$ cat config.mk
export PLATFORM = sky130hd
export DESIGN_NAME = tp_mode_sched_flat
export DESIGN_NICKNAME = d
export VERILOG_FILES = /design/src/rtl/tp_mode_sched_pkg.sv /design/src/rtl/tp_mode_sched_if.sv /design/src/rtl/tp_mode_sched_frame_edge.sv /design/src/rtl/tp_mode_sched.sv /design/src/flat_wrapper.sv
export SDC_FILE = /design/constraint.sdc
export NUM_CORES = 1
export LEC_CHECK = 0
export ABC_CLOCK_PERIOD_IN_PS = 2850
export CORE_UTILIZATION = 37
export CTS_CLUSTER_SIZE = 30
export DETAILED_ROUTE_END_ITERATION = 6
export MAX_ROUTING_LAYER = met4
export PLACE_DENSITY = 0.78
export SYNTH_ARGS = -nofsm -noshare
export SYNTH_HDL_FRONTEND = slang
export SYNTH_SLANG_ARGS = --single-unit
export TNS_END_PERCENT = 1
$ cat constraint.sdc
create_clock -name I_pxl_clk -period 2.85 [get_ports I_pxl_clk]
set_clock_uncertainty 0.1 [all_clocks]
set_input_delay 0.285 -clock I_pxl_clk [delete_from_list [all_inputs] [get_ports I_pxl_clk]]
set_output_delay 0.285 -clock I_pxl_clk [all_outputs]
set_load 0.05 [all_outputs]
$ cat src/rtl/tp_mode_sched_pkg.sv
// tp_pkg: shared types and constants for the test-pattern mode scheduler.
//   preset_t      - one timing preset (8 x 12-bit timing fields + sync polarities)
//   PRESET_TABLE  - the supported timing presets, indexed by preset number
//   state_t       - scheduler FSM states
package tp_pkg;

    localparam int unsigned NUM_PRESETS = 4;

    typedef struct packed {
        logic [11:0] h_total;
        logic [11:0] h_sync;
        logic [11:0] h_bporch;
        logic [11:0] h_res;
        logic [11:0] v_total;
        logic [11:0] v_sync;
        logic [11:0] v_bporch;
        logic [11:0] v_res;
        logic        hs_pol;  // 1 = active-high
        logic        vs_pol;  // 1 = active-high
    } preset_t;

    localparam preset_t PRESET_TABLE [NUM_PRESETS] = '{
        // 640x480
        '{12'd800,  12'd96,  12'd48,  12'd640,  12'd525, 12'd2, 12'd33, 12'd480, 1'b0, 1'b0},
        // 800x600
        '{12'd1056, 12'd128, 12'd88,  12'd800,  12'd628, 12'd4, 12'd23, 12'd600, 1'b1, 1'b1},
        // 1280x720
        '{12'd1650, 12'd40,  12'd220, 12'd1280, 12'd750, 12'd5, 12'd20, 12'd720, 1'b1, 1'b1},
        // 1024x768
        '{12'd1344, 12'd136, 12'd160, 12'd1024, 12'd806, 12'd6, 12'd29, 12'd768, 1'b0, 1'b0}
    };

    typedef enum logic [1:0] {
        StIdle,
        StWaitFrame,
        StGenRst
    } state_t;

endpackage

$ cat src/rtl/tp_mode_sched_if.sv
// tp_mode_sched_if: host request channel (valid/ready handshake).
//   I_req_valid  - host request valid
//   O_req_ready  - scheduler can accept a request
//   I_req_preset - requested timing preset index
//   I_req_mode   - requested pattern mode
// Signal names are written from the scheduler's point of view.
interface tp_mode_sched_if;

    logic       I_req_valid;
    logic       O_req_ready;
    logic [1:0] I_req_preset;
    logic [2:0] I_req_mode;

    modport master (
        output I_req_valid,
        output I_req_preset,
        output I_req_mode,
        input  O_req_ready
    );

    modport slave (
        input  I_req_valid,
        input  I_req_preset,
        input  I_req_mode,
        output O_req_ready
    );

endinterface

$ cat src/rtl/tp_mode_sched_frame_edge.sv
// tp_frame_edge: polarity-aware vertical-sync leading-edge detector.
//   I_clk, I_rst_n - pixel clock, async active-low reset
//   I_vs           - raw VS from the generator
//   I_vs_pol       - 1 = VS active-high
//   I_suppress     - hold the history register at "active" so no edge can fire
//   O_frame_start  - one-cycle pulse on the first active VS sample
module tp_frame_edge (
    input  logic I_clk,
    input  logic I_rst_n,
    input  logic I_vs,
    input  logic I_vs_pol,
    input  logic I_suppress,
    output logic O_frame_start
);

    logic w_vs_act;
    logic r_vs_d;

    assign w_vs_act = I_vs_pol ? I_vs : ~I_vs;

    // Forcing the history to 1 while suppressed also covers the first cycle after
    // suppression ends, so a VS that is already active then is not seen as an edge.
    always_ff @(posedge I_clk or negedge I_rst_n) begin
        if (!I_rst_n) begin
            r_vs_d <= 1'b1;
        end else if (I_suppress) begin
            r_vs_d <= 1'b1;
        end else begin
            r_vs_d <= w_vs_act;
        end
    end

    assign O_frame_start = w_vs_act & ~r_vs_d & ~I_suppress;

endmodule

$ cat src/rtl/tp_mode_sched.sv
// tp_mode_sched: frame-synchronous timing preset / pattern mode controller.
//   I_pxl_clk, I_rst_n - pixel clock, async active-low reset
//   host               - request channel (slave side): preset + mode change requests
//   I_auto_en          - step the pattern mode every FRAMES_PER_STEP frames
//   I_vs               - generator VS, polarity given by O_vs_pol
//   O_h_* / O_v_*      - applied timing; O_hs_pol / O_vs_pol applied sync polarity
//   O_mode             - applied pattern mode
//   O_gen_rst_n        - generator reset, low for GEN_RST_CYCLES after a timing change
//   O_err              - one-cycle pulse when a request is rejected
//   O_frame_cnt        - frames seen since reset (wraps)
module tp_mode_sched
    import tp_pkg::*;
#(
    parameter int unsigned NUM_PATTERNS    = 4,
    parameter int unsigned FRAMES_PER_STEP = 60,
    parameter int unsigned GEN_RST_CYCLES  = 4
) (
    input  logic             I_pxl_clk,
    input  logic             I_rst_n,
    tp_mode_sched_if.slave   host,
    input  logic             I_auto_en,
    input  logic             I_vs,
    output logic [11:0]      O_h_total,
    output logic [11:0]      O_h_sync,
    output logic [11:0]      O_h_bporch,
    output logic [11:0]      O_h_res,
    output logic [11:0]      O_v_total,
    output logic [11:0]      O_v_sync,
    output logic [11:0]      O_v_bporch,
    output logic [11:0]      O_v_res,
    output logic             O_hs_pol,
    output logic             O_vs_pol,
    output logic [2:0]       O_mode,
    output logic             O_gen_rst_n,
    output logic             O_err,
    output logic [15:0]      O_frame_cnt
);

    localparam int unsigned AUTO_W = (FRAMES_PER_STEP > 1) ? $clog2(FRAMES_PER_STEP) : 1;
    localparam int unsigned RST_W  = $clog2(GEN_RST_CYCLES);
    localparam logic [AUTO_W-1:0] AUTO_LAST = AUTO_W'(FRAMES_PER_STEP - 1);
    localparam logic [RST_W-1:0]  RST_LOAD  = RST_W'(GEN_RST_CYCLES - 1);
    localparam logic [2:0]        MODE_LAST = 3'(NUM_PATTERNS - 1);

    state_t            r_state, w_state_nxt;
    logic [1:0]        r_preset, w_preset_nxt;
    logic [2:0]        r_mode, w_mode_nxt;
    logic [1:0]        r_pend_preset, w_pend_preset_nxt;
    logic [2:0]        r_pend_mode, w_pend_mode_nxt;
    logic              r_gen_rst_n, w_gen_rst_n_nxt;
    logic              r_err, w_err_nxt;
    logic [15:0]       r_frame_cnt, w_frame_cnt_nxt;
    logic [AUTO_W-1:0] r_auto_cnt, w_auto_cnt_nxt;
    logic [RST_W-1:0]  r_rst_cnt, w_rst_cnt_nxt;
    logic              w_frame_start;
    logic              w_host_apply;
    preset_t           w_timing;

    assign w_timing = PRESET_TABLE[r_preset];

    tp_frame_edge u_frame_edge (
        .I_clk         (I_pxl_clk),
        .I_rst_n       (I_rst_n),
        .I_vs          (I_vs),
        .I_vs_pol      (w_timing.vs_pol),
        .I_suppress    (~r_gen_rst_n),
        .O_frame_start (w_frame_start)
    );

    always_ff @(posedge I_pxl_clk or negedge I_rst_n) begin
        if (!I_rst_n) begin
            r_state       <= StGenRst;
            r_preset      <= '0;
            r_mode        <= '0;
            r_pend_preset <= '0;
            r_pend_mode   <= '0;
            r_gen_rst_n   <= 1'b0;
            r_err         <= 1'b0;
            r_frame_cnt   <= '0;
            r_auto_cnt    <= '0;
            r_rst_cnt     <= RST_LOAD;
        end else begin
            r_state       <= w_state_nxt;
            r_preset      <= w_preset_nxt;
            r_mode        <= w_mode_nxt;
            r_pend_preset <= w_pend_preset_nxt;
            r_pend_mode   <= w_pend_mode_nxt;
            r_gen_rst_n   <= w_gen_rst_n_nxt;
            r_err         <= w_err_nxt;
            r_frame_cnt   <= w_frame_cnt_nxt;
            r_auto_cnt    <= w_auto_cnt_nxt;
            r_rst_cnt     <= w_rst_cnt_nxt;
        end
    end

    always_comb begin
        w_state_nxt       = r_state;
        w_preset_nxt      = r_preset;
        w_mode_nxt        = r_mode;
        w_pend_preset_nxt = r_pend_preset;
        w_pend_mode_nxt   = r_pend_mode;
        w_gen_rst_n_nxt   = r_gen_rst_n;
        w_err_nxt         = 1'b0;
        w_rst_cnt_nxt     = r_rst_cnt;
        w_auto_cnt_nxt    = r_auto_cnt;
        w_host_apply      = 1'b0;

        unique case (r_state)
            StIdle: begin
                // A 2-bit preset index always lands inside the 4-entry table, so only
                // the mode can be out of range.
                if (host.I_req_valid) begin
                    if (32'(host.I_req_mode) >= NUM_PATTERNS) begin
                        w_err_nxt = 1'b1;
                    end else begin
                        w_pend_preset_nxt = host.I_req_preset;
                        w_pend_mode_nxt   = host.I_req_mode;
                        w_state_nxt       = StWaitFrame;
                    end
                end
            end
            StWaitFrame: begin
                if (w_frame_start) begin
                    w_host_apply = 1'b1;
                    w_mode_nxt   = r_pend_mode;
                    if (r_pend_preset != r_preset) begin
                        w_preset_nxt    = r_pend_preset;
                        w_gen_rst_n_nxt = 1'b0;
                        w_rst_cnt_nxt   = RST_LOAD;
                        w_state_nxt     = StGenRst;
                    end else begin
                        w_state_nxt = StIdle;
                    end
                end
            end
            StGenRst: begin
                // Count out the low period, spend one cycle released, then accept requests.
                if (r_rst_cnt != '0) begin
                    w_rst_cnt_nxt = r_rst_cnt - 1'b1;
                end else if (!r_gen_rst_n) begin
                    w_gen_rst_n_nxt = 1'b1;
                end else begin
                    w_state_nxt = StIdle;
                end
            end
            default: begin
                w_state_nxt = StIdle;
            end
        endcase

        // Auto step; an applied host request takes the frame and restarts the count.
        if (!I_auto_en || w_host_apply) begin
            w_auto_cnt_nxt = '0;
        end else if (w_frame_start) begin
            if (r_auto_cnt == AUTO_LAST) begin
                w_auto_cnt_nxt = '0;
                if (r_state == StIdle) begin
                    w_mode_nxt = (r_mode == MODE_LAST) ? 3'd0 : r_mode + 3'd1;
                end
            end else begin
                w_auto_cnt_nxt = r_auto_cnt + 1'b1;
            end
        end

        w_frame_cnt_nxt = r_frame_cnt + {15'd0, w_frame_start};
    end

    assign host.O_req_ready = (r_state == StIdle);

    assign O_h_total   = w_timing.h_total;
    assign O_h_sync    = w_timing.h_sync;
    assign O_h_bporch  = w_timing.h_bporch;
    assign O_h_res     = w_timing.h_res;
    assign O_v_total   = w_timing.v_total;
    assign O_v_sync    = w_timing.v_sync;
    assign O_v_bporch  = w_timing.v_bporch;
    assign O_v_res     = w_timing.v_res;
    assign O_hs_pol    = w_timing.hs_pol;
    assign O_vs_pol    = w_timing.vs_pol;
    assign O_mode      = r_mode;
    assign O_gen_rst_n = r_gen_rst_n;
    assign O_err       = r_err;
    assign O_frame_cnt = r_frame_cnt;

endmodule

$ cat src/flat_wrapper.sv
// flat-port wrapper written by rule: the top's interface ports become plain ports
module tp_mode_sched_flat import tp_pkg::*;
#(
    parameter int unsigned NUM_PATTERNS    = 4,
    parameter int unsigned FRAMES_PER_STEP = 60,
    parameter int unsigned GEN_RST_CYCLES  = 4
)
  (I_pxl_clk, I_rst_n, I_auto_en, I_vs, O_h_total, O_h_sync, O_h_bporch, O_h_res, O_v_total, O_v_sync, O_v_bporch, O_v_res, O_hs_pol, O_vs_pol, O_mode, O_gen_rst_n, O_err, O_frame_cnt, host_I_req_valid, host_I_req_preset, host_I_req_mode, host_O_req_ready);
  tp_mode_sched_if host_i ();
  input  logic I_pxl_clk;
  input  logic I_rst_n;
  input  logic I_auto_en;
  input  logic I_vs;
  output logic [11:0] O_h_total;
  output logic [11:0] O_h_sync;
  output logic [11:0] O_h_bporch;
  output logic [11:0] O_h_res;
  output logic [11:0] O_v_total;
  output logic [11:0] O_v_sync;
  output logic [11:0] O_v_bporch;
  output logic [11:0] O_v_res;
  output logic O_hs_pol;
  output logic O_vs_pol;
  output logic [2:0] O_mode;
  output logic O_gen_rst_n;
  output logic O_err;
  output logic [15:0] O_frame_cnt;
  input wire logic [$bits(host_i.I_req_valid)-1:0] host_I_req_valid;
  input wire logic [$bits(host_i.I_req_preset)-1:0] host_I_req_preset;
  input wire logic [$bits(host_i.I_req_mode)-1:0] host_I_req_mode;
  output wire logic [$bits(host_i.O_req_ready)-1:0] host_O_req_ready;
  assign host_i.I_req_valid = host_I_req_valid;
  assign host_i.I_req_preset = host_I_req_preset;
  assign host_i.I_req_mode = host_I_req_mode;
  assign host_O_req_ready = host_i.O_req_ready;
  tp_mode_sched #(.NUM_PATTERNS(NUM_PATTERNS), .FRAMES_PER_STEP(FRAMES_PER_STEP), .GEN_RST_CYCLES(GEN_RST_CYCLES)) u_core (.I_pxl_clk(I_pxl_clk), .I_rst_n(I_rst_n), .host(host_i), .I_auto_en(I_auto_en), .I_vs(I_vs), .O_h_total(O_h_total), .O_h_sync(O_h_sync), .O_h_bporch(O_h_bporch), .O_h_res(O_h_res), .O_v_total(O_v_total), .O_v_sync(O_v_sync), .O_v_bporch(O_v_bporch), .O_v_res(O_v_res), .O_hs_pol(O_hs_pol), .O_vs_pol(O_vs_pol), .O_mode(O_mode), .O_gen_rst_n(O_gen_rst_n), .O_err(O_err), .O_frame_cnt(O_frame_cnt));
endmodule
==> results.md, run 1 <==
* Status: complete, no violations
* Synth Cell Area at 0.00258 mm2
* Period utilisation layout at 0.948
* DR vias at 1,736
* Number of cells after detailed placement at 381
* Total Neg Setup Slack at 0 ns
* Io pins at 130
* HP Class: input pin to async pin
* Clock buffer count from CTS at 5
* Detailed placement HPWL at 3760 um
* Synth top area share at 0.339
* CP Launch Type: flop
* Post-DRT Antenna Nets at 0
* Initial DRC count at 108
* Worst setup endpoint: O_h_total[9]
* Initial antenna violation count at 0
* Adder-Cell Fraction of Synth Area at 0.0581
* Max H-tree Level at 2
* Area Growth Syn to Fin at 22.0%
* Sequential-to-total area share from yosys stat at 0.379
* Bufs on Longest Clock Path at 2
* Row cnt at 30
* Final Hold Vio Count at 0
* Simple-gate share of the synthesized area at 0.128
* Worst R2R Path Depth at 10
* Mux cell area share after synthesis at 0.0474
* First-pass DRT Iterations at 4
* Drt drc at 0
* Die Width at 85.6 um
* RSZ-0062 raised after global routing: false
* CP Max Fanout at 7
* Die Ht at 85.6 um
* Relative slew slack at 0.433
* Synth top area cells: dfrtp_1 (34%), buf_4 (25%), ha_1 (5.8%), dfstp_2 (4.1%), mux2_2 (3.5%)
* Ant diodes at 0
* RePlAce Congestion at 0.847
* Fin Hold WS at 0.00827 ns
* Gate Count Post-Synth at 260
* Vias in the first global route at 1,580
* Max cap viols at 0
* Area leader, netlist: dfrtp_1
* First-pass GRT wire length at 7710 um
* Gr usage total at 0.138
* Final setup vio count at 0
* Synth Area per Inst at 9.94 um2
* Critical setup path kind: flop to primary output
* Initial Utilization at 0.383
* Final min period at 2.70 ns
* Worst-path clk slew at 0.07 ns
* CP startpoint: u_core.r_preset[0]
* Yosys warns at 0
* Clock insertion delay at the later pin of the skew report at 0.29 ns
* Final WL at 4880 um
* Vias/cell at 4.46
* Crit path DAT at 2.32 ns
* Core area at 0.00676 mm2
* Synth Register Bits at 39
* Non-Filler Instances at 389
* Postcts setup bufs at 0
* CTS resizes at 0
* Share of layout cells above drive strength 1 at 0.107
* CTS tree: built
* Compound-Gate Fraction of Synth Area at 0.0542
* Reg2Reg Setup Slack at 0.42 ns
* Slew @ Worst Pin at 0.851 ns
* Launch point of the worst reg-to-reg path: u_core.r_preset[1]
* Final instance area at 0.00315 mm2
* CP required at 2.47 ns
* Slew Viols, Final at 0
* Unique cell type count in the Yosys netlist at 39
* Largest net degree at the start of global routing at 40
* Fmax at 370 MHz
* Wire per inst at 12.5 um
* Port bufs at 79
* Post-Synth XOR/XNOR Area at 0.0610
* Combinational family with the most area after synthesis: buffers and inverters
* DP Area at 0.00306 mm2
* CP endpoint kind: primary output
* Die area at 0.00732 mm2
* Crit Reg-Reg Endpoint: u_core.O_frame_cnt[14]
* Nets at 330
* Post-CTS Hold Fix Bufs at 0
* Clock sinks at 39
* Clock root buffer: clkbuf_8
* Grt ovf at 0
-- worst min-delay path by stage --
stage / slack (ns) / to / from
6_report: 0.008 / u_core.O_frame_cnt[13] / I_rst_n
5_1_grt: 0.07 / u_core.O_frame_cnt[11] / I_rst_n
4_1_cts: 0.03 / u_core.O_frame_cnt[8] / I_rst_n
3_5_place_dp: 0.35 / u_core.O_frame_cnt[13] / I_rst_n
3_3_place_gp: 0.34 / u_core.O_frame_cnt[8] / I_rst_n
2_1_floorplan: -0.11 / u_core.O_err / I_rst_n
-- worst max-delay path, cell delays in order, from the launching register on --
cell             delay (ns)
dfrtp_1                0.49
inv_1                  0.17
ha_1                   0.32
or2_2                  0.34
clkdlybuf4s50_1        0.71
-- routing by layer --
metal,global-route usage,vias to the layer above,routed length (um)
li1,-,818,-
met1,0.149,823,1950
met2,0.255,93,2550
met3,0.0385,2,369
met4,0.0273,0,9
met5,-,-,0
-- logic make-up after synthesis --
logic type | count (synthesis)
AOI/OAI and AO/OA | 20
xor gates and xnor gates | 18
adders and majority gates | 12
buffers and inverters | 98
DFF | 39
muxes | 11
other | 2
and+or+nand+nor | 60
-- final cells by class --
cell class,instances,area [um2]
clock buffer,7,86.3
clock inverter,1,5.00
fill,644,3600
inverter,11,45.0
multi-input combinational,171,1140
sequential,39,985
tap,80,100
timing repair buffer,80,793
-- cell usage after synthesis --
| library cell | instances |
|---|---|
| a31oi_1 | 1 |
| inv_1 | 10 |
| nor3_1 | 7 |
| nor2_1 | 8 |
| nand2b_1 | 1 |
| nand4_1 | 6 |
| a21o_1 | 2 |
| and3_1 | 3 |
| o211a_1 | 1 |
| buf_4 | 85 |
| mux2_1 | 2 |
| xor2_1 | 8 |
| or2_1 | 1 |
| and4bb_1 | 1 |
| a22oi_1 | 3 |
| inv_2 | 1 |
| nand3_1 | 12 |
| a21boi_1 | 6 |
| conb_1 | 2 |
| nor3_4 | 1 |
| o211ai_1 | 1 |
| a41oi_1 | 1 |
| nor2_2 | 1 |
| ha_1 | 12 |
| o21ai_0 | 1 |
| buf_6 | 1 |
| or2_2 | 1 |
| dfrtp_1 | 35 |
| and4_1 | 1 |
| mux2_2 | 8 |
| nor2b_1 | 5 |
| nand3b_1 | 2 |
| nand2_2 | 1 |
| xnor2_1 | 10 |
| dfstp_2 | 4 |
| mux2i_1 | 1 |
| nand2_1 | 9 |
| a21oi_1 | 4 |
| buf_2 | 1 |
-- sequential cells by signal (all words and copies together) (netlist names) --
name                        count
u_core.r_pend_preset            2
u_core.u_frame_edge.r_vs_d      1
u_core.r_rst_cnt                2
u_core.O_frame_cnt             16
u_core.O_gen_rst_n              1
u_core.O_mode                   3
u_core.r_preset                 2
u_core.r_auto_cnt               6
u_core.O_err                    1
u_core.r_pend_mode              3
u_core.r_state                  2
-- placed cells by master, fill, tap and decap left out, types with 2 or more instances in the layout --
master / n
nand3b_1: 2
clkdlybuf4s50_1: 78
inv_1: 9
ha_4: 3
nor3_1: 6
dfrtp_1: 34
nand4_1: 6
a21o_1: 2
nor2b_1: 5
conb_1: 50
nand3_1: 12
a21oi_1: 4
xor2_1: 7
a22oi_1: 3
nor2_1: 8
mux2_2: 8
ha_1: 9
xnor2_1: 10
clkbuf_8: 6
a21boi_1: 6
mux2_1: 2
nand2_1: 9
and3_1: 3
dfstp_2: 4
-- metrics by stage --
step | utilization | worst slack (ns)
floorplan | - | -0.0156
global route | 0.467 | 0.0181
finish | 0.467 | 0.148
global placement | 0.453 | 0.465
detailed placement | 0.453 | 0.407
CTS | 0.467 | 0.100
Power of run 1 is left out: the tool's default activity adds up to more than one toggle a clock period on the data nets, which glitch-free logic cannot reach.
==> run 2, diff against run 1 <==
--- a/config.mk
+++ b/config.mk
@@ -6,6 +6,7 @@
 export NUM_CORES = 1
 export LEC_CHECK = 0
 export ABC_CLOCK_PERIOD_IN_PS = 2850
+export CORE_ASPECT_RATIO = 1.5
 export CORE_UTILIZATION = 37
 export CTS_CLUSTER_SIZE = 30
 export DETAILED_ROUTE_END_ITERATION = 6
==> results.md, run 2 (synthesis results as in run 1) <==
* Status: complete, no violations
* HP Class: input pin to async pin
* Die Width at 70.2 um
* Row cnt at 37
* Port bufs at 79
* Cell family with most CP delay: buffers and inverters
* Post-CTS Hold Fix Bufs at 0
* CP required at 2.47 ns
* Gr usage total at 0.135
* CTS tree: built
* Drt drc at 0
* Initial Utilization at 0.380
* Commonest non-fill, non-tap cell in the layout: clkdlybuf4s50_1
* Period utilisation layout at 0.935
* Max cap viols at 0
* Area Growth Syn to Fin at 23.4%
* RePlAce Congestion at 0.823
* Bufs on Longest Clock Path at 2
* Worst path bufs/invs at 2
* Ant diodes at 0
* Crit path DAT at 2.28 ns
* Fin Hold WS at 0.324 ns
* Max reg flops at 16
* CP endpoint kind: primary output
* Vias/cell at 4.49
* First-pass DRT Iterations at 4
* Fillcell total at 643
* Post-DRT Antenna Nets at 0
* CP Launch Type: flop
* Nets at 331
* Share of layout cells above drive strength 1 at 0.110
* CP max stage cell: clkdlybuf4s50_1
* Critical-path cell list: inv_1 > ha_1 > or2_2 > clkdlybuf4s50_1
* Wire per inst at 12.1 um
* Grt ovf at 0
* Io pins at 130
* Final Hold Vio Count at 0
* Relative slew slack at 0.595
* Initial antenna violation count at 0
* First-pass GRT wire length at 7710 um
* Detailed placement HPWL at 3760 um
* Fmax at 375 MHz
* Die area at 0.00733 mm2
* Slew @ Worst Pin at 0.606 ns
* Clock root buffer: clkbuf_8
* Worst-path clk slew at 0.07 ns
* Clock sinks at 39
* Largest net degree at the start of global routing at 40
* Die Ht at 104 um
* Final setup vio count at 0
* Clock insertion delay at the later pin of the skew report at 0.29 ns
* Max H-tree Level at 2
* Crit path largest cell delay at 0.71 ns
* Final WL at 4700 um
* Postcts setup bufs at 0
* DR vias at 1,742
* CTS resizes at 0
* Core area at 0.00681 mm2
* Final min period at 2.66 ns
* Critical setup path kind: flop to primary output
* Initial DRC count at 29
* Most frequent cells in the layout: clkdlybuf4s50_1 (79), conb_1 (50), dfrtp_1 (34), nand3_1 (12), xnor2_1 (10)
* Vias in the first global route at 1,652
* CP Max Fanout at 7
* Slew Viols, Final at 0
* Clock buffer count from CTS at 5
* RSZ-0062 raised after global routing: false
==> run 2: per-stage QoR <==
step                      worst slack, ns  std cells  area, um2  TNS, ns   util
after floorplan                   -0.0156        308       2820  -0.0169      -
after CTS                           0.137        388       3190        0  0.469
after global placement              0.477        380       3070        0  0.451
final                               0.186        388       3190        0  0.469
after global routing               0.0741        388       3190        0  0.469
after detailed placement            0.416        380       3070        0  0.451
==> run 2: path summary, 6_finish.rpt <==
path / startpoint / endpoint / slack, ns / cells past startpoint
setup reg to reg: u_core.r_preset[1] / u_core.O_frame_cnt[14] / 0.43 / 10
hold / removal: I_rst_n / u_core.O_frame_cnt[9] / 0.32 / 2
max in group asynchronous: I_rst_n / u_core.r_preset[1] / 1.95 / 2
hold reg to reg: u_core.O_frame_cnt[15] / u_core.O_frame_cnt[15] / 0.38 / 1
setup / recovery: u_core.r_preset[0] / O_v_total[3] / 0.19 / 4
min in group I_pxl_clk: u_core.O_frame_cnt[15] / u_core.O_frame_cnt[15] / 0.38 / 1
==> run 2: area by class of cell <==
class,count,area [um2],share of cell area
multi-input cells,171,1140,0.357
flip-flops and latches,39,985,0.309
repair buffers,81,806,0.253
well taps,78,97.6,0.0306
clock buffers,6,82.6,0.0259
inverters,11,45.0,0.0141
clock inverters,2,35.0,0.0110
==> run 2: per-layer routing <==
| metal | global-route usage | wire length [um] | part of all wire |
|---|---|---|---|
| met5 | - | 0 | 0 |
| met4 | 0.0386 | 38 | 0.0081 |
| met3 | 0.0533 | 565 | 0.12 |
| met2 | 0.228 | 2350 | 0.50 |
| met1 | 0.145 | 1750 | 0.37 |
Power of run 2 is left out for the same reason.
==> run 3, diff against run 2 <==
--- a/config.mk
+++ b/config.mk
@@ -7,12 +7,13 @@
 export LEC_CHECK = 0
 export ABC_CLOCK_PERIOD_IN_PS = 2850
 export CORE_ASPECT_RATIO = 1.5
-export CORE_UTILIZATION = 37
+export CORE_UTILIZATION = 36
 export CTS_CLUSTER_SIZE = 30
 export DETAILED_ROUTE_END_ITERATION = 6
 export MAX_ROUTING_LAYER = met4
-export PLACE_DENSITY = 0.78
+export PLACE_DENSITY = 0.76
 export SYNTH_ARGS = -nofsm -noshare
 export SYNTH_HDL_FRONTEND = slang
+export SYNTH_HIERARCHICAL = 1
 export SYNTH_SLANG_ARGS = --single-unit
 export TNS_END_PERCENT = 1
==> results.md, run 3 <==
* Initial antenna violation count at 0
* HP Class: input pin to async pin
* CP max stage cell: clkdlybuf4s50_1
* Final min period at 2.69 ns
* Bufs on Longest Clock Path at 2
* Die Width at 70.7 um
* Nets at 325
* Area Growth Syn to Fin at 21.3%
* Fin Hold WS at -0.00418 ns
* RePlAce Congestion at 0.836
* Synth top area share at 0.343
* First-pass DRT Iterations at 7
* Post-synth EDFFs at 0
* Commonest non-fill, non-tap cell in the layout: clkdlybuf4s50_1
* RSZ-0062 raised after global routing: false
* Total power at 3790 uW
* Core area at 0.00685 mm2
* Relative slew slack at 0.426
* Sequential-to-total area share from yosys stat at 0.385
* Critical setup path kind: flop to primary output
* Max reg flops at 16
* Max rail drop VDD at 0.467 mV
* Initial Utilization at 0.372
* Final setup margin at 0.161 ns
* Initial DRC count at 113
* Postcts setup bufs at 0
* Synth Register Bits at 39
* Crit path DAT at 2.30 ns
* Most frequent cells after synthesis: buf_4 (85), dfrtp_1 (35), nand2_1 (16)
* Area leader, netlist: dfrtp_1
* Final setup vio count at 0
* Period utilisation layout at 0.944
* Row cnt at 37
* Crit. path cell count at 4
* Clock sinks at 39
* DR vias at 1,760
* Status: finished with violations
* Post-DRT Antenna Nets at 0
* Clock root buffer: clkbuf_8
* Ys async rst share at 1.00
* Detailed placement HPWL at 3850 um
* Synth Cell Area at 0.00255 mm2
* Largest net degree at the start of global routing at 40
* Failing checks: DRC, hold timing
* Fmax at 372 MHz
* First-pass GRT wire length at 7980 um
* Power per cell area at 1220 mW/mm2
* CP Max Fanout at 12
* Clock insertion delay at the later pin of the skew report at 0.30 ns
* Vias/cell at 4.61
* CTS tree: built
* Most frequent cells in the layout: clkdlybuf4s50_1 (77), conb_1 (50), dfrtp_1 (34), nand2_1 (16), xnor2_1 (13)
* Met3 routed WL at 655 um
* Worst R2R Path Depth at 9
* Clock buffer count from CTS at 5
* Synth top area cells: dfrtp_1 (34%), buf_4 (25%), ha_1 (5.9%), xnor2_1 (4.5%), mux2_2 (4.4%)
* CP required at 2.47 ns
* Slew Viols, Final at 0
* Port bufs at 79
* Crit path largest cell delay at 0.72 ns
* Critical-path cell list: inv_1 > ha_1 > or2_2 > clkdlybuf4s50_1
* Highest metal used: met4
* Io pins at 130
* Wire per inst at 13.3 um
* Worst-path clk slew at 0.08 ns
* Share of layout cells above drive strength 1 at 0.105
* Worst path bufs/invs at 2
* Max H-tree Level at 2
* CP Launch Type: flop
* Drt drc at 39
* Gate Count Post-Synth at 254
* Vias in the first global route at 1,596
* Cell family with most CP delay: buffers and inverters
* DP Area at 0.00299 mm2
* Post-CTS Hold Fix Bufs at 0
* Leakage power at 0.00142 uW
* Unique cell type count in the Yosys netlist at 35
* Ant diodes at 0
* Top-count cell post-synth: buf_4
* Die Ht at 105 um
* Gr usage total at 0.145
* Total Neg Setup Slack at 0 ns
* Max cap viols at 0
* Met2 WL at 2430 um
* Slew @ Worst Pin at 0.861 ns
* Number of cells after detailed placement at 374
* Final Hold Vio Count at 22
* Final WL at 5080 um
* CP endpoint kind: primary output
* Synth Area per Inst at 10.0 um2
* Pre-CTS WS at 0.276 ns
* CTS resizes at 0
* Yosys warns at 6
* Final instance area at 0.00310 mm2
* Die area at 0.00743 mm2
* Non-Filler Instances at 382
* Grt ovf at 0
* DRT met1 WL at 1860 um
* Top_reg_cell synth: dfrtp_1
==> run 3: metrics by stage <==
stage / util / hold slack (ns)
after floorplan: - / -0.111
after global placement: 0.437 / 0.354
after detailed placement: 0.437 / 0.348
after CTS: 0.451 / 0.0160
after global routing: 0.452 / 0.0535
final: 0.452 / -0.00418
==> run 3: layout make-up <==
class / instances / area, um2
fill: 641 / 3760
inverter: 11 / 41.3
multi-input combinational: 166 / 1080
timing repair buffer: 80 / 796
clock inverter: 2 / 16.3
clock buffer: 6 / 82.6
sequential: 39 / 982
tap: 78 / 97.6
==> run 3: kinds of logic after synthesis <==
logic type,after synthesis,synth area share
XOR/XNOR,18,0.0618
AND/OR/NAND/NOR,62,0.144
adder cells (fa/ha/maj),12,0.0589
flip-flops,39,0.385
other,2,0.00294
multiplexers,11,0.0481
buffers and inverters,97,0.268
AO/OA/AOI/OAI,13,0.0319
==> run 3: path summary, 6_finish.rpt <==
kind | startpoint | to | slack (ns)
worst min-delay path | I_rst_n | u_core/O_frame_cnt[3] | -0.004
max in group asynchronous | I_rst_n | u_core/r_preset[1] | 2.07
min in group I_pxl_clk | u_core/O_frame_cnt[15] | u_core/O_frame_cnt[15] | 0.40
worst min register to register | u_core/O_frame_cnt[15] | u_core/O_frame_cnt[15] | 0.40
worst max register to register | u_core/r_preset[1] | u_core/O_frame_cnt[14] | 0.30
worst max-delay path | u_core/r_preset[1] | O_h_sync[5] | 0.16
==> run 3: metal layers <==
metal / vias to the layer above / global-route usage
li1: 800 / -
met1: 818 / 0.153
met2: 128 / 0.234
met3: 14 / 0.0579
met4: 0 / 0.0700
met5: - / -
==> run 3: power by group <==
| group | switching [uW] | internal (uW) |
|---|---|---|
| Combinational | 1850 | 764 |
| Sequential | 101 | 666 |
| Clock | 211 | 198 |
(Power assumes the default switching activity.)
